File: src/rtl/usr_pkg.sv
// Shared types and helpers for the universal shift register.
package usr_pkg;

  typedef enum logic [2:0] {
    HOLD = 3'd0,
    SHR  = 3'd1,
    SHL  = 3'd2,
    LOAD = 3'd3,
    ROR  = 3'd4,
    ROL  = 3'd5,
    ASR  = 3'd6,
    RSVD = 3'd7
  } usr_mode_e;

  typedef enum logic {
    IDLE = 1'b0,
    RUN  = 1'b1
  } usr_state_e;

  // Modes that move bits one position per edge and honour the count field.
  function automatic logic is_shift_mode(input usr_mode_e m);
    case (m)
      SHR, SHL, ROR, ROL, ASR: return 1'b1;
      default:                 return 1'b0;
    endcase
  endfunction

endpackage

File: src/rtl/usr_shift_step.sv
// Single-position next-value function of the universal shift register.
module usr_shift_step
  import usr_pkg::*;
#(
  parameter int WIDTH = 8
) (
  input  usr_mode_e        mode,
  input  logic [WIDTH-1:0] d,
  input  logic             ser_l_in,
  input  logic             ser_r_in,
  output logic [WIDTH-1:0] next_d
);

  // One shift/rotate step; LOAD, HOLD and reserved leave the value alone here.
  always_comb begin
    next_d = d;
    case (mode)
      SHR:     next_d = {ser_r_in, d[WIDTH-1:1]};
      SHL:     next_d = {d[WIDTH-2:0], ser_l_in};
      ROR:     next_d = {d[0], d[WIDTH-1:1]};
      ROL:     next_d = {d[WIDTH-2:0], d[WIDTH-1]};
      ASR:     next_d = {d[WIDTH-1], d[WIDTH-1:1]};
      default: next_d = d;
    endcase
  end

endmodule

File: src/rtl/universal_shift_reg_p.sv
// Parametrised universal shift register with multi-cycle shift-by-N commands.
module universal_shift_reg_p
  import usr_pkg::*;
#(
  parameter int WIDTH = 8,
  parameter int CNT_W = $clog2(WIDTH) + 1
) (
  input  logic             clk,
  input  logic             rst_n,
  input  logic             start,
  output logic             cmd_ready,
  input  logic [2:0]       mode,
  input  logic [CNT_W-1:0] count,
  input  logic [WIDTH-1:0] d_in,
  input  logic             ser_r_in,
  input  logic             ser_l_in,
  output logic [WIDTH-1:0] d_out,
  output logic             ser_r_out,
  output logic             ser_l_out,
  output logic             busy,
  output logic             done
);

  localparam logic [CNT_W-1:0] CNT_ZERO = {CNT_W{1'b0}};
  localparam logic [CNT_W-1:0] CNT_ONE  = {{(CNT_W-1){1'b0}}, 1'b1};

  usr_state_e       state_r, state_nx_s;
  usr_mode_e        mode_r, mode_nx_s;
  logic [CNT_W-1:0] rem_r, rem_nx_s;
  logic [WIDTH-1:0] d_r, d_nx_s;
  logic             done_r, done_nx_s;

  usr_mode_e        mode_in_s;
  usr_mode_e        step_mode_s;
  logic [WIDTH-1:0] step_d_s;
  logic             accept_s;

  assign mode_in_s   = usr_mode_e'(mode);
  assign accept_s    = start && (state_r == IDLE);
  // While running, the latched mode drives the step; the live mode input is ignored.
  assign step_mode_s = (state_r == RUN) ? mode_r : mode_in_s;

  usr_shift_step #(.WIDTH(WIDTH)) u_step (
    .mode     (step_mode_s),
    .d        (d_r),
    .ser_l_in (ser_l_in),
    .ser_r_in (ser_r_in),
    .next_d   (step_d_s)
  );

  // Next-state, remaining-count, data and done decode.
  always_comb begin
    state_nx_s = state_r;
    mode_nx_s  = mode_r;
    rem_nx_s   = rem_r;
    d_nx_s     = d_r;
    done_nx_s  = 1'b0;
    case (state_r)
      IDLE: begin
        if (accept_s) begin
          if (mode_in_s == LOAD) begin
            d_nx_s    = d_in;
            done_nx_s = 1'b1;
          end else if (is_shift_mode(mode_in_s)) begin
            if (count == CNT_ZERO) begin
              done_nx_s = 1'b1;
            end else if (count == CNT_ONE) begin
              d_nx_s    = step_d_s;
              done_nx_s = 1'b1;
            end else begin
              d_nx_s     = step_d_s;
              mode_nx_s  = mode_in_s;
              rem_nx_s   = count - CNT_ONE;
              state_nx_s = RUN;
            end
          end else begin
            done_nx_s = 1'b1;
          end
        end else begin
          done_nx_s = 1'b0;
        end
      end
      RUN: begin
        d_nx_s = step_d_s;
        if (rem_r == CNT_ONE) begin
          rem_nx_s   = CNT_ZERO;
          done_nx_s  = 1'b1;
          state_nx_s = IDLE;
        end else begin
          rem_nx_s = rem_r - CNT_ONE;
        end
      end
      default: begin
        state_nx_s = IDLE;
        rem_nx_s   = CNT_ZERO;
      end
    endcase
  end

  // State, count, data and done registers with synchronous active-low reset.
  always_ff @(posedge clk) begin
    if (!rst_n) begin
      state_r <= IDLE;
      mode_r  <= HOLD;
      rem_r   <= CNT_ZERO;
      d_r     <= {WIDTH{1'b0}};
      done_r  <= 1'b0;
    end else begin
      state_r <= state_nx_s;
      mode_r  <= mode_nx_s;
      rem_r   <= rem_nx_s;
      d_r     <= d_nx_s;
      done_r  <= done_nx_s;
    end
  end

  assign d_out     = d_r;
  assign done      = done_r;
  assign busy      = (state_r == RUN);
  assign cmd_ready = (state_r == IDLE);
  assign ser_r_out = d_r[0];
  assign ser_l_out = d_r[WIDTH-1];

endmodule

File: config.mk
export PLATFORM = sky130hd
export DESIGN_NAME = universal_shift_reg_p
export DESIGN_NICKNAME = d
export VERILOG_FILES = /design/src/rtl/usr_pkg.sv /design/src/rtl/usr_shift_step.sv /design/src/rtl/universal_shift_reg_p.sv
export SDC_FILE = /design/constraint.sdc
export NUM_CORES = 1
export LEC_CHECK = 0
export CORE_MARGIN = 2
export CORE_UTILIZATION = 45
export DETAILED_ROUTE_END_ITERATION = 6
export PLACE_DENSITY = 0.76
export SLEW_MARGIN = 20
export SYNTH_ARGS = -nofsm -noshare
export SYNTH_HDL_FRONTEND = slang
export SYNTH_SLANG_ARGS = --single-unit
File: constraint.sdc
create_clock -name clk -period 1.7 [get_ports clk]
set_clock_uncertainty 0.1 [all_clocks]
set_input_delay 0.17 -clock clk [delete_from_list [all_inputs] [get_ports clk]]
set_output_delay 0.17 -clock clk [all_outputs]
set_load 0.03 [all_outputs]
* Word-level counts from Yosys, hierarchy flattened
Index checks and enable logic that the tools add are counted.
** Storage, ports and cells
- Output and inout port bits :: 13
- Word-level logic and storage cells :: 69
- Bits of input ports :: 20
- Flip-flop bits (word level) :: 17
** Operators by class
- Bitwise gates (word level) :: 4
- Reductions and logical operators :: 6
- Equality and inequality tests :: 20
- Muxes and demuxes :: 32
- Add/sub/neg operators :: 2
** Operators by type and width (count)
- 8-bit case mux with 5 select lines :: 1
- 8-bit 2-to-1 mux :: 4
- 4-bit 2-to-1 mux :: 6
- 3-bit equality test, second input constant :: 6
- 1-bit 2-to-1 mux :: 16
- 8-bit case mux with 2 select lines :: 1
- 3-bit by 2-bit equality test with 1-bit output, second input constant :: 3
- 4-bit by 1-bit equality test with 1-bit output, second input constant :: 2
- 4-bit case mux with 2 select lines :: 1
- 4-bit by 1-bit subtractor with 4-bit output, second input constant :: 2
- 3-bit by 1-bit equality test with 1-bit output, second input constant :: 2
- 2-bit inequality test, second input constant :: 3
- 6-bit AND reduction :: 1
- 5-bit AND reduction :: 1
- 5-bit OR reduction :: 1
- 4-bit zero test :: 1
- 2-bit by 1-bit inequality test with 1-bit output, second input constant :: 2
- 1-bit NOT :: 4
- 1-bit case mux with 2 select lines :: 2
- 3-bit 2-to-1 mux :: 1
- 3-bit by 1-bit inequality test with 1-bit output, second input constant :: 1
- 3-bit inequality test, second input constant :: 1
- 3-bit AND reduction :: 1
- 1-bit logical AND :: 1

* Longest topological paths before layout
- Word-level depth :: 10
- Depth in mapped cells :: 8
- Depth with buffers taken out :: 7

* Hierarchy
Synthesis repeated with hierarchy kept, for this count alone.
** Second synthesis, totals
- Cell total of the unflattened synthesis :: 176
- Area, all modules :: 1511.4 um^2
** Modules (own cells, without submodules)
- universal_shift_reg_p :: times used 1, area each 1082.3 um^2, cells an instance 114, seq. area each 340.3 um^2
- usr_shift_step :: times used 1, area each 429.2 um^2, cells an instance 62, seq. area each 0.0 um^2

* Least setup slack after synthesis
OpenSTA, ideal clock, no wires.
- Path kind :: flip-flop to flip-flop
- Start point :: reg state_r, in the netlist busy
- End point :: reg d_r[1], in the netlist d_out[1]
- Period minus slack after synthesis :: 1.908 ns
- Data arrival time :: 1.682 ns
- Library setup time :: 0.125 ns
- Path buffers :: 2
- Required time :: 1.475 ns
- Setup slack :: -0.208 ns
- Cell stages (with the launch flop) :: 8
- Path through :: dfxtp_1 -> buf_6 -> buf_2 -> inv_2 -> a21oi_1 -> o221ai_1 -> a21oi_1 -> o32ai_1
** Between the ends
- Elaborated cells between the ends (all ways) :: 18
- Those cells by class :: eq/ne: 8; mux: 7; bitwise: 1; reduce/logical: 2
** RTL lines
- start, declared :: RTL line universal_shift_reg_p.sv:27 : usr_state_e state_r, state_nx_s;
- start signal, assigned :: RTL line universal_shift_reg_p.sv:109 : state_r <= state_nx_s;
- 1-bit NOT (no source line) *
- net cmd_ready :: RTL line universal_shift_reg_p.sv:11 : output logic cmd_ready,
- 1-bit logical AND :: RTL line universal_shift_reg_p.sv:39 : assign accept_s = start && (state_r == IDLE);
- 2-bit by 1-bit inequality test with 1-bit output (no source line)
- 3-bit AND reduction (no source line)
- end signal, assigned :: RTL line universal_shift_reg_p.sv:106 : d_r <= {WIDTH{1'b0}};
- end signal, assigned :: RTL line universal_shift_reg_p.sv:112 : d_r <= d_nx_s;
- end, declared :: RTL line universal_shift_reg_p.sv:30 : logic [WIDTH-1:0] d_r, d_nx_s;
Mark *: on every way through the listed nets, which the timed path passes. The rest lies on a longest branch. The select of a mux whose other input is x is not followed.
A chain may end at the register's enable or synchronous reset.

* Final worst setup path
- Start point :: reg state_r, in the netlist busy
- End point :: reg d_r[2], in the netlist d_out[2]
** Between the ends
- Word-level cells in the longest chain between the ends :: 8
- Elaborated cells between the ends (all ways) :: 18
- Those cells by class :: eq/ne: 8; mux: 7; bitwise: 1; reduce/logical: 2
** Ends and longest elaborated chain
- 3-bit 2-to-1 mux :: RTL line universal_shift_reg_p.sv:41 : assign step_mode_s = (state_r == RUN) ? mode_r : mode_in_s;
- 3-bit equality test, or another cell as far along :: RTL line usr_shift_step.sv:17 : case (mode)
- 8-bit case mux with 5 select lines :: RTL line usr_shift_step.sv:17
- 8-bit 2-to-1 mux :: RTL line universal_shift_reg_p.sv:65 : if (count == CNT_ZERO) begin
- 8-bit 2-to-1 mux :: RTL line universal_shift_reg_p.sv:64 : end else if (is_shift_mode(mode_in_s)) begin
- 8-bit 2-to-1 mux :: RTL line universal_shift_reg_p.sv:61 : if (mode_in_s == LOAD) begin
- 8-bit 2-to-1 mux :: RTL line universal_shift_reg_p.sv:60 : if (accept_s) begin
- 8-bit case mux with 2 select lines :: RTL line universal_shift_reg_p.sv:58 : case (state_r)
Parallel ways exist; a longest one is shown, timed or not. The select of a mux whose other input is x is not followed.

==> run_summary.xml <==
<?xml version="1.0" encoding="UTF-8"?>
<metrics>
  <group name="yosys">
    <metric name="combinational_family_with_the_most_area_after_synthesis" unit="">simple AND/OR/NAND/NOR gates</metric>
    <metric name="synth.avg_cell_area" unit="um^2">8.01</metric>
    <metric name="adder_cell_fraction_of_synth_area" unit="%">3.59</metric>
    <metric name="synth_area" unit="um^2">1390</metric>
    <metric name="synth_mux_area_share" unit="%">13.8</metric>
    <metric name="seq_total_area_yosys" unit="%">24.4</metric>
    <metric name="synth-edff-count" unit="">0</metric>
    <metric name="synthesis.yosys.warnings" unit="">0</metric>
    <metric name="synth_top_area_share" unit="%">24.4</metric>
    <metric name="postSynth.topFlopCell" unit="">sky130_fd_sc_hd__dfxtp_1</metric>
    <metric name="synthCells" unit="">174</metric>
    <metric name="yosys.area_share.xor_xnor" unit="%">1.26</metric>
    <metric name="synth_cell_type_count" unit="">44</metric>
    <metric name="post_synth_and_or_nand_nor_area_fraction" unit="%">25.2</metric>
    <metric name="netlist.top_cell.by_area" unit="">sky130_fd_sc_hd__dfxtp_1</metric>
    <metric name="async_reset_ff_share" unit="%">0</metric>
    <metric name="ys_seq_elements" unit="">17</metric>
    <metric name="synthesis.nets" unit="">198</metric>
    <metric name="compound_cell_area_share_of_the_yosys_netlist" unit="%">22.3</metric>
    <metric name="synth_top_area_cells" unit="">sky130_fd_sc_hd__dfxtp_1, sky130_fd_sc_hd__mux2i_1, sky130_fd_sc_hd__a21oi_1</metric>
  </group>
  <group name="worst_setup_path">
    <metric name="r2r_start" unit="">busy$_SDFF_PN0_</metric>
    <metric name="r2r.worst_path.cells" unit="">7</metric>
    <metric name="worstPathMaxFanout" unit="">5</metric>
    <metric name="setup.worst_path.end" unit="">d_out[2]$_SDFFE_PN0P_</metric>
    <metric name="cp_data_required_time" unit="ps">1810</metric>
    <metric name="reg2reg_slack" unit="ps">-110</metric>
    <metric name="r2r_end" unit="">d_out[2]$_SDFFE_PN0P_</metric>
    <metric name="crit_start" unit="">busy$_SDFF_PN0_</metric>
    <metric name="cp_slowest_cell" unit="">sky130_fd_sc_hd__dfxtp_4</metric>
    <metric name="timing.critical_path.cells" unit="">mux2i_4, buf_12, buf_12, mux2i_1, o221ai_1, a21oi_2, o32ai_2</metric>
    <metric name="worstSetupPathType" unit="">register to register</metric>
    <metric name="crit_path_max_incr_delay" unit="ps">400</metric>
    <metric name="timing.critical_path.to_type" unit="">register</metric>
    <metric name="crit_path_start_kind" unit="">register</metric>
    <metric name="cp_common_cell" unit="">sky130_fd_sc_hd__buf_12</metric>
    <metric name="cp_data_arrival_time" unit="ps">1920</metric>
  </group>
  <group name="clock_network">
    <metric name="clkSlewWorstSetupHoldPaths" unit="ps">120</metric>
    <metric name="numCtsBuffers" unit="">3</metric>
    <metric name="cts_tree" unit="">done</metric>
    <metric name="clock_latency" unit="ps">310</metric>
    <metric name="clock-root-buffer" unit="">sky130_fd_sc_hd__clkbuf_4</metric>
    <metric name="cts_sinks" unit="">17</metric>
    <metric name="max-clock-path-buffers" unit="">2</metric>
    <metric name="postCtsHoldBufs" unit="">0</metric>
    <metric name="htree_levels" unit="">1</metric>
  </group>
  <group name="status">
    <metric name="outcome" unit="">finished, violations left</metric>
    <metric name="violations" unit="">setup timing</metric>
  </group>
  <group name="timing">
    <metric name="layout_min_cycle_time" unit="ps">1810</metric>
    <metric name="setup_ws" unit="ps">-107</metric>
    <metric name="slew_headroom" unit="%">71.5</metric>
    <metric name="timing.final.setup_violations" unit="">7</metric>
    <metric name="worst_margin_slew" unit="ps">427</metric>
    <metric name="period_share" unit="%">106</metric>
    <metric name="finalHoldViolCount" unit="">0</metric>
    <metric name="achievable-frequency" unit="GHz">0.553</metric>
    <metric name="grt_setup_unrepaired" unit="">true</metric>
    <metric name="fin_setup_tns" unit="ps">-326</metric>
    <metric name="hold_slack_final" unit="ps">225</metric>
    <metric name="finalMaxSlewViolations" unit="">0</metric>
  </group>
  <group name="global_route">
    <metric name="grt_use_met1" unit="%">35.1</metric>
    <metric name="grt_first_pass_wirelength" unit="mm">7.51</metric>
    <metric name="gr-usage-all-layers" unit="%">28.1</metric>
    <metric name="grt_pass1_vias" unit="">1633</metric>
    <metric name="grt_antenna_before_repair" unit="">0</metric>
    <metric name="grt_remaining_overflow" unit="">0</metric>
    <metric name="met3_usage" unit="%">4.11</metric>
    <metric name="use_met2" unit="%">46.9</metric>
    <metric name="pin_count_of_the_biggest_net_entering_global_routing" unit="">11</metric>
    <metric name="grt_busiest_layer" unit="">met2</metric>
  </group>
  <group name="final_layout">
    <metric name="area_delta_synth_final" unit="%">59.1</metric>
    <metric name="num_antenna_cells" unit="">0</metric>
    <metric name="post-route-util" unit="%">73.8</metric>
    <metric name="final_layout_size_suffix_gt1_share" unit="%">40.1</metric>
    <metric name="finalNetCount" unit="">262</metric>
  </group>
  <group name="routing">
    <metric name="ant_nets" unit="">0</metric>
    <metric name="num_vias" unit="">1703</metric>
    <metric name="route.detailed.drc" unit="">0</metric>
    <metric name="routed_via_density" unit="">6.31</metric>
    <metric name="routed_length_per_instance" unit="um">18.0</metric>
    <metric name="routed_wl" unit="mm">4.87</metric>
    <metric name="drt_first_iter_violations" unit="">102</metric>
    <metric name="first_pass_iteration_count_of_the_detailed_router" unit="">6</metric>
  </group>
  <group name="placement">
    <metric name="post-dp-hpwl" unit="mm">2.96</metric>
    <metric name="portBuffers" unit="">32</metric>
    <metric name="routabilityCongestion" unit="">0.923</metric>
  </group>
  <group name="floorplan">
    <metric name="initial_utilization" unit="%">46.4</metric>
    <metric name="die-width" unit="um">59.7</metric>
    <metric name="fp.dieH" unit="um">59.7</metric>
    <metric name="number_of_top_level_pins" unit="">33</metric>
    <metric name="die_area" unit="um^2">3560</metric>
    <metric name="coreArea" unit="um^2">3000</metric>
    <metric name="rows" unit="">20</metric>
  </group>
  <group name="worst_hold_path">
    <metric name="min_path_type" unit="">primary input to register</metric>
  </group>
  <group name="power_and_ir_drop">
    <metric name="power-per-cell-area" unit="nW/um^2">627</metric>
    <metric name="vdd_drop_max" unit="uV">305</metric>
    <metric name="leakagePower" unit="nW">0.922</metric>
  </group>
  <group name="flow_run">
    <metric name="drv.max_cap_violation_count" unit="">0</metric>
  </group>
</metrics>
## Yosys cell counts, drive strengths merged (3+ instances only)
cell type  count
dfxtp         17
ha             4
buf           11
nor2          20
or3            3
nor3b          3
nand3          8
a31oi          3
mux2i         14
o221ai         6
inv            7
mux2           4
nand2         21
o21ai          4
a21oi         15
o32ai          8
nor3           6
## power breakdown
group          internal [mW]  switching [mW]
Clock                 0.0879           0.145
Sequential             0.432          0.0439
Combinational          0.327           0.354
## cells by family after synthesis
group                      count (synthesis)
adders and majority gates                  4
AOI/OAI and AO/OA                         44
xor gates and xnor gates                   2
DFF                                       17
and+or+nand+nor                           68
buffers and inverters                     21
muxes                                     18
## worst max-delay path: cells and delay by family (launching register included)
kind | cells | cell delay, ps
buffers and inverters | 2 | 260
multiplexers | 2 | 530
flip-flops | 1 | 400
AO/OA/AOI/OAI | 3 | 420
## layout by cell type, fill, tap and decap left out, types with 2 or more instances in the layout
cell type	netlist	final
sky130_fd_sc_hd__clkdlybuf4s15_1	0	2
sky130_fd_sc_hd__clkbuf_4	0	3
sky130_fd_sc_hd__nor3_2	1	3
sky130_fd_sc_hd__a31oi_1	3	2
sky130_fd_sc_hd__dfxtp_1	17	16
sky130_fd_sc_hd__o32ai_2	0	5
sky130_fd_sc_hd__buf_6	5	4
sky130_fd_sc_hd__inv_2	1	3
sky130_fd_sc_hd__o221ai_2	0	3
sky130_fd_sc_hd__mux2i_2	1	3
sky130_fd_sc_hd__o32ai_1	8	3
sky130_fd_sc_hd__or3_1	3	3
sky130_fd_sc_hd__o221ai_1	6	3
sky130_fd_sc_hd__mux2i_4	0	2
sky130_fd_sc_hd__inv_1	6	4
sky130_fd_sc_hd__o21ai_0	3	3
sky130_fd_sc_hd__mux2i_1	13	9
sky130_fd_sc_hd__buf_12	0	2
sky130_fd_sc_hd__nand3_1	8	7
sky130_fd_sc_hd__nand2_1	20	17
sky130_fd_sc_hd__a21oi_2	0	8
sky130_fd_sc_hd__mux2_4	1	4
sky130_fd_sc_hd__a21oi_1	15	6
sky130_fd_sc_hd__dlygate4sd2_1	0	14
sky130_fd_sc_hd__nor2_1	20	18
sky130_fd_sc_hd__clkdlybuf4s50_1	0	15
sky130_fd_sc_hd__nor3_1	5	3
sky130_fd_sc_hd__nand2_2	1	3
sky130_fd_sc_hd__ha_1	4	3
sky130_fd_sc_hd__xor2_1	2	2
sky130_fd_sc_hd__nor2_2	0	2
sky130_fd_sc_hd__buf_4	3	34
## final cells by class
class,instances,area (um^2)
Fill cell,211,786
Timing Repair Buffer,72,644
Clock buffer,3,22.5
Tap cell,33,41.3
Clock inverter,1,5.00
Inverter,8,30.0
Multi-Input combinational cell,136,1130
Sequential cell,17,344
## state kept, by name, summed over array words and instances (netlist names)
| register | cells |
|---|---|
| busy | 1 |
| d_out | 8 |
| done | 1 |
| mode_r | 3 |
| rem_r | 4 |
## per-stage QoR
stage	power (mW)	instance area, um^2	instances	setup slack, ps
global placement	1.01	1910	255	-430
CTS	1.34	2140	269	-48.1
detailed placement	1.03	1910	255	-517
floorplan	0.820	1410	174	-1.80
finish	1.39	2220	270	-107
global route	1.46	2220	270	-214
## timing repair
| action | CTS | global route |
|---|---|---|
| endpoints found under the setup margin | 26 | 15 |
| resized for setup | 47 | 20 |
| pin swaps | 14 | 15 |
| cloned | 1 | 0 |
| buffers inserted | 9 | 3 |
| hold endpoints to repair | 0 | 0 |
## worst min-delay path by stage
stage                                        to  cells past startpoint  slack, ps                  start
after floorplan                 done$_SDFF_PN0_                      2        210                  start
after global placement    rem_r[3]$_SDFFE_PN0P_                      2        370  rem_r[3]$_SDFFE_PN0P_
after detailed placement  rem_r[3]$_SDFFE_PN0P_                      2        380  rem_r[3]$_SDFFE_PN0P_
after CTS                 rem_r[0]$_SDFFE_PN0P_                      4        230               count[0]
after global routing      rem_r[0]$_SDFFE_PN0P_                      4        220               count[0]
final                     rem_r[0]$_SDFFE_PN0P_                      4        220               count[0]
## per-layer routing
metal / vias to the layer above / routed length (um) / share of wire, %
met1: 816 / 1910 / 39
li1: 770 / - / -
met4: 0 / 178 / 3.7
met5: - / 0 / 0
met2: 95 / 2430 / 50
met3: 22 / 352 / 7.2
No activity file was read; power rests on OpenSTA's default activity.
